**config.mk**
```make
export PLATFORM = sky130hd
export DESIGN_NAME = rom_load_sequencer
export DESIGN_NICKNAME = d
export VERILOG_FILES = /design/src/rtl/rom_load_sequencer.sv
export SDC_FILE = /design/constraint.sdc
export NUM_CORES = 1
export LEC_CHECK = 0
export ABC_AREA = 1
export CAP_MARGIN = 20
export CORE_ASPECT_RATIO = 1.5
export CORE_MARGIN = 3
export CORE_UTILIZATION = 40
export CTS_BUF_LIST = sky130_fd_sc_hd__clkbuf_4
export CTS_CLUSTER_SIZE = 8
export DETAILED_ROUTE_END_ITERATION = 10
export PLACE_DENSITY = 0.75
export SYNTH_ARGS = -nofsm -noshare
export SYNTH_HDL_FRONTEND = slang
export SYNTH_SLANG_ARGS = --single-unit
```
**constraint.sdc**
```tcl
create_clock -name clk -period 3.2 [get_ports clk]
set_clock_uncertainty 0.05 [all_clocks]
set_input_delay 0.48 -clock clk [delete_from_list [all_inputs] [get_ports clk]]
set_output_delay 0.48 -clock clk [all_outputs]
set_load 0.01 [all_outputs]
```
**src/rtl/rom_load_sequencer.sv**
```systemverilog
// ROM download sequencer: decodes the HPS byte stream into region write strobes, validates the
// image length and owns the core reset, releasing it a fixed delay after a good load.
module rom_load_sequencer #(
  parameter logic [15:0] SND_BASE    = 16'h4000,
  parameter logic [15:0] GFX_BASE    = 16'h5800,
  parameter logic [15:0] PROM_BASE   = 16'h6800,
  parameter logic [15:0] IMG_END     = 16'h6820,
  parameter int unsigned HOLD_CYCLES = 1024
) (
  input  logic        clk,
  input  logic        RESET_N,
  input  logic        dn_download,
  input  logic        dn_wr,
  input  logic [24:0] dn_addr,
  input  logic [7:0]  dn_data,
  input  logic        ext_reset,
  output logic [15:0] wr_addr,
  output logic [7:0]  wr_data,
  output logic        we_cpu,
  output logic        we_snd,
  output logic        we_gfx,
  output logic        we_prom,
  output logic        core_reset,
  output logic        load_done,
  output logic        load_err,
  output logic [16:0] byte_count
);

  localparam int unsigned   CntW     = (HOLD_CYCLES > 1) ? $clog2(HOLD_CYCLES) : 1;
  localparam logic [CntW-1:0] CntLoad = CntW'(HOLD_CYCLES - 1);
  localparam logic [16:0]   CountMax = 17'h1FFFF;
  localparam logic [16:0]   ImgLen   = {1'b0, IMG_END};

  typedef enum logic [2:0] {
    StIdle,
    StLoad,
    StCheck,
    StHold,
    StRun,
    StFail
  } state_e;

  state_e          state_q, state_d;
  logic [CntW-1:0] cnt_q, cnt_d;
  logic            dl_q;
  logic            oor_q, oor_d;
  logic            load_done_q, load_done_d;
  logic            load_err_q, load_err_d;
  logic [16:0]     byte_count_q, byte_count_d;
  logic [3:0]      we_q, we_d;
  logic [15:0]     wr_addr_q, wr_addr_d;
  logic [7:0]      wr_data_q, wr_data_d;

  logic        dl_rise;
  logic        accept;
  logic        in_range;
  logic [15:0] addr_lo;
  logic [3:0]  region_sel;
  logic [15:0] region_base;

  assign addr_lo  = dn_addr[15:0];
  assign dl_rise  = dn_download & ~dl_q;
  // LOAD still accepts a strobe on the cycle the download window closes.
  assign accept   = dn_wr & (dn_download | (state_q == StLoad));
  assign in_range = (dn_addr[24:16] == 9'd0) && (addr_lo < IMG_END);

  // Region decode: one-hot select {prom, gfx, snd, cpu} and the base to subtract.
  always_comb begin
    region_sel  = 4'b0000;
    region_base = 16'h0000;
    if (addr_lo < SND_BASE) begin
      region_sel  = 4'b0001;
      region_base = 16'h0000;
    end else if (addr_lo < GFX_BASE) begin
      region_sel  = 4'b0010;
      region_base = SND_BASE;
    end else if (addr_lo < PROM_BASE) begin
      region_sel  = 4'b0100;
      region_base = GFX_BASE;
    end else begin
      region_sel  = 4'b1000;
      region_base = PROM_BASE;
    end
  end

  // Write path and image bookkeeping.
  always_comb begin
    we_d         = 4'b0000;
    wr_addr_d    = wr_addr_q;
    wr_data_d    = wr_data_q;
    byte_count_d = dl_rise ? 17'd0 : byte_count_q;
    oor_d        = dl_rise ? 1'b0 : oor_q;
    if (accept) begin
      if (in_range) begin
        we_d      = region_sel;
        wr_addr_d = addr_lo - region_base;
        wr_data_d = dn_data;
        if (byte_count_d != CountMax) begin
          byte_count_d = byte_count_d + 17'd1;
        end
      end else begin
        oor_d = 1'b1;
      end
    end
  end

  // Sequencer next state.
  always_comb begin
    state_d     = state_q;
    cnt_d       = cnt_q;
    load_done_d = load_done_q;
    load_err_d  = load_err_q;
    unique case (state_q)
      StIdle: begin
      end
      StLoad: begin
        if (!dn_download) begin
          state_d = StCheck;
        end
      end
      StCheck: begin
        if ((byte_count_q == ImgLen) && !oor_q) begin
          load_done_d = 1'b1;
          state_d     = StHold;
          cnt_d       = CntLoad;
        end else begin
          load_err_d = 1'b1;
          state_d    = StFail;
        end
      end
      StHold: begin
        if (ext_reset) begin
          cnt_d = CntLoad;
        end else if (cnt_q == '0) begin
          state_d = StRun;
        end else begin
          cnt_d = cnt_q - CntW'(1);
        end
      end
      StRun: begin
        if (ext_reset) begin
          state_d = StHold;
          cnt_d   = CntLoad;
        end
      end
      StFail: begin
      end
      default: begin
        state_d = StIdle;
      end
    endcase
    // A new download window overrides everything, including a pending hold or failure.
    if (dl_rise) begin
      state_d     = StLoad;
      load_done_d = 1'b0;
      load_err_d  = 1'b0;
    end
  end

  always_ff @(posedge clk or negedge RESET_N) begin
    if (!RESET_N) begin
      state_q      <= StIdle;
      cnt_q        <= '0;
      dl_q         <= 1'b0;
      oor_q        <= 1'b0;
      load_done_q  <= 1'b0;
      load_err_q   <= 1'b0;
      byte_count_q <= 17'd0;
      we_q         <= 4'b0000;
      wr_addr_q    <= 16'h0000;
      wr_data_q    <= 8'h00;
    end else begin
      state_q      <= state_d;
      cnt_q        <= cnt_d;
      dl_q         <= dn_download;
      oor_q        <= oor_d;
      load_done_q  <= load_done_d;
      load_err_q   <= load_err_d;
      byte_count_q <= byte_count_d;
      we_q         <= we_d;
      wr_addr_q    <= wr_addr_d;
      wr_data_q    <= wr_data_d;
    end
  end

  assign we_cpu     = we_q[0];
  assign we_snd     = we_q[1];
  assign we_gfx     = we_q[2];
  assign we_prom    = we_q[3];
  assign wr_addr    = wr_addr_q;
  assign wr_data    = wr_data_q;
  assign byte_count = byte_count_q;
  assign load_done  = load_done_q;
  assign load_err   = load_err_q;
  assign core_reset = (state_q != StRun);

endmodule

```
==> flow_summary.ini <==
[clock_tree]
cts_tree = yes
clock-root-buffer = clkbuf_4
cts_resized = 0
numClockSinks = 62
h-tree-depth = 3
path_clk_slew_ns = 0.09
cts_buffer_depth = 2
cts_buffers = 9
postCtsSetupRepairBufs = 0
clkLatencyLatePin_ns = 0.42
cts.hold.buffers_added = 0

[cells_and_area]
drive_gt1_share_pct = 9.043
synthToLayoutAreaGrowth_pct = 29.10
fin_nets = 606
num-fill-cells = 836
final_cells = 671
stdcell_area_um2 = 4574
n_antenna_cell = 0

[yosys]
yosys_register_bits = 62
syn-num-nets = 517
synth_seq_area_share_pct = 43.79
async_flop_share_pct = 100.0
synth_edf_count = 0
ys_top_cells_by_area = dfrtp_1 44%, nand2_1 15%, nor2_1 6.3%
synth_cells = 472
synth_ff_type = dfrtp_1
syn_avg_cell_area_um2 = 7.507
ys_warn_count = 0
ys_types = 37
synth_top_area_share_pct = 43.79
synth_area_leader_cell = dfrtp_1
synth_area_um2 = 3543

[place]
port_buffers = 85
hpwl_um = 6687
dp.cells = 657
place_area_um2 = 4483
routabilityCongestion = 0.8527

[routing]
drc = 0
wl_per_cell_um = 13.30
ant_nets = 0
drtPass1Iterations = 4
first_iter_violations = 170
num_vias = 3321
vias_per_cell = 4.949
routed_wl_um = 8922

[timing]
hold_violations = 0
period_minus_slack_ns = 2.619
fmax_mhz = 381.8
slew_viol_final = 0
slew_headroom_pct = 46.93
fin_setup_tns_ns = 0
tightest_slew_ns = 0.7961
period_share_pct = 81.86
rsz0062_at_grt = no
report.final.setup_viol = 0

[grt]
track_usage_pct = 18.81
grt_pass1_wl_um = 15170
overflow = 0
grt_max_degree = 63
antenna_found_initial = 0
first_global_vias = 3378

[power_and_ir_drop]
vdd_drop_max_v = 0.0002405
seqPwrFrac_pct = 51.5
p_int_mw = 1.192
comb_power_share_pct = 24.9
p_sw_share_pct = 33.79
p_leak_nw = 2.229
clkPwrFrac_pct = 23.6
p_sw_mw = 0.6085
powerDensity_nw_per_um2 = 393.7
finalPower_mw = 1.801

[worst_setup_path]
required_ns = 3.48
critPathBufInv = 3
crit_fanout = 4
end_kind = flop
cpPeakStageDelay_ns = 0.58
cp-start-kind = input pin
slowest_stage = clkdlybuf4s50_1
cpLargestDelayFamily = compound AO/OA/AOI/OAI gates
worst-setup-path-type = input pin to flop
crit_path_cell_trace = clkdlybuf4s50_1, inv_1, o21ai_0, o21a_1, ha_1, inv_1, fa_1, a21oi_1, mux2_2, o21ai_0
cp.arrival_ns = 2.90

[run_status]
outcome = finished, final reports clean

[floorplanning]
rows = 41
die_w_um = 82.85
coreArea_um2 = 8516
io_pins = 86
start_util_pct = 41.61
die_y_um = 121.3
dieArea_um2 = 10050

[hold_path]
hp-class = input pin to asynchronous set/reset pin

[job]
cap_violations = 0
## layout by cell type, fill, tap and decap left out, types with 2 or more instances in the layout
master	instances
or2_2	3
nor2_1	59
ha_1	6
inv_1	54
clkinv_1	4
nor4_1	3
buf_4	6
nor2_4	4
o21ai_0	16
nor3_1	7
clkbuf_4	10
xnor2_1	3
nand2_1	142
nand2_2	6
nand3b_1	2
nand3_2	2
a21oi_1	5
nand3_1	40
nand2_4	3
inv_2	4
nand4_1	8
dfrtp_1	62
nor2_2	6
xor2_1	8
o21ai_1	5
clkdlybuf4s50_1	84
## worst paths after layout
path	to	depth (start not counted)	slack, ns	start
worst max-delay path	wr_addr[15]	10	0.58	dn_addr[12]
worst min-delay path	byte_count[8]	2	0.17	RESET_N
worst max register to register	cnt_q[3]	7	0.94	byte_count[12]
worst min register to register	wr_addr[2]	2	0.43	wr_addr[2]
max in group asynchronous	wr_addr[1]	2	2.40	RESET_N
min in group clk	wr_addr[2]	2	0.43	wr_addr[2]
## worst register-to-register path: stages (launching register included)
cell and delay, ns:
dfrtp_1 0.46, nor2_1 0.14, nand3_1 0.09, nor3_1 0.38, nand3_1 0.12, nand2_1 0.15, nand3_1 0.46, o21ai_0 0.34
## synthesized netlist by cell type, types with 2 or more instances
master / number
xnor2_1: 3
inv_1: 54
buf_4: 2
nor3_1: 7
buf_2: 5
dfrtp_1: 62
nand4_1: 8
nor2_1: 59
ha_1: 6
xor2_1: 8
inv_2: 4
clkbuf_1: 3
nor2_2: 6
o21ai_0: 16
nand2_4: 3
or2_2: 3
nor2_4: 4
nand2_1: 142
buf_6: 3
nand3_2: 2
nand2_2: 6
o21ai_1: 5
nand3b_1: 2
a21oi_1: 5
nor4_1: 3
nand3_1: 40
## per-layer routing
metal / share of wire, % / track usage, %
met3: 7.5 / 6.522
met5: 0 / 0
met2: 51 / 32.88
met4: 2.7 / 9.714
met1: 39 / 19.90
## sequential cells by signal (all words and copies together) (netlist names), 3 cells and up
| signal | cells |
|---|---|
| state_q | 3 |
| byte_count | 17 |
| wr_addr | 16 |
| cnt_q | 10 |
| wr_data | 8 |
| we_q | 4 |
## stage by stage
stage / hold slack, ns / setup slack, ns / util (%)
floorplan: 0.1344 / 0.7807 / -
global placement: 0.4028 / 0.3464 / 52.64
detailed placement: 0.4131 / 0.1543 / 52.64
CTS: 0.1915 / 0.6195 / 53.72
global route: 0.2181 / 0.4260 / 53.72
finish: 0.1667 / 0.5805 / 53.72
## power by group through the flow
stage | registers, mW | logic (mW) | clock network, mW
after floorplan | 0.926 | 0.303 | 0
after global placement | 0.938 | 0.430 | 0
after detailed placement | 0.941 | 0.448 | 0
after CTS | 0.927 | 0.451 | 0.442
after global routing | 0.942 | 0.525 | 0.473
final | 0.927 | 0.449 | 0.425
## layout make-up
cell class | instances | area (um2) | area share, %
sequential | 62 | 1551 | 33.92
clock inverter | 4 | 16.27 | 0.3556
tap | 107 | 133.9 | 2.927
inverter | 59 | 221.5 | 4.841
multi-input combinational | 338 | 1685 | 36.84
clock buffer | 10 | 75.07 | 1.641
timing repair buffer | 91 | 890.9 | 19.47
## logic make-up (layout without fill, tap and decap cells)
group | after synthesis | after routing | share of synthesized area (%)
AOI/OAI and AO/OA | 32 | 32 | 5.050
DFF | 62 | 62 | 43.79
buffers and inverters | 72 | 164 | 8.650
adders and majority gates | 7 | 7 | 2.684
and+or+nand+nor | 287 | 287 | 36.79
xor gates and xnor gates | 11 | 11 | 2.719
muxes | 1 | 1 | 0.3178
(Power assumes the default switching activity.)
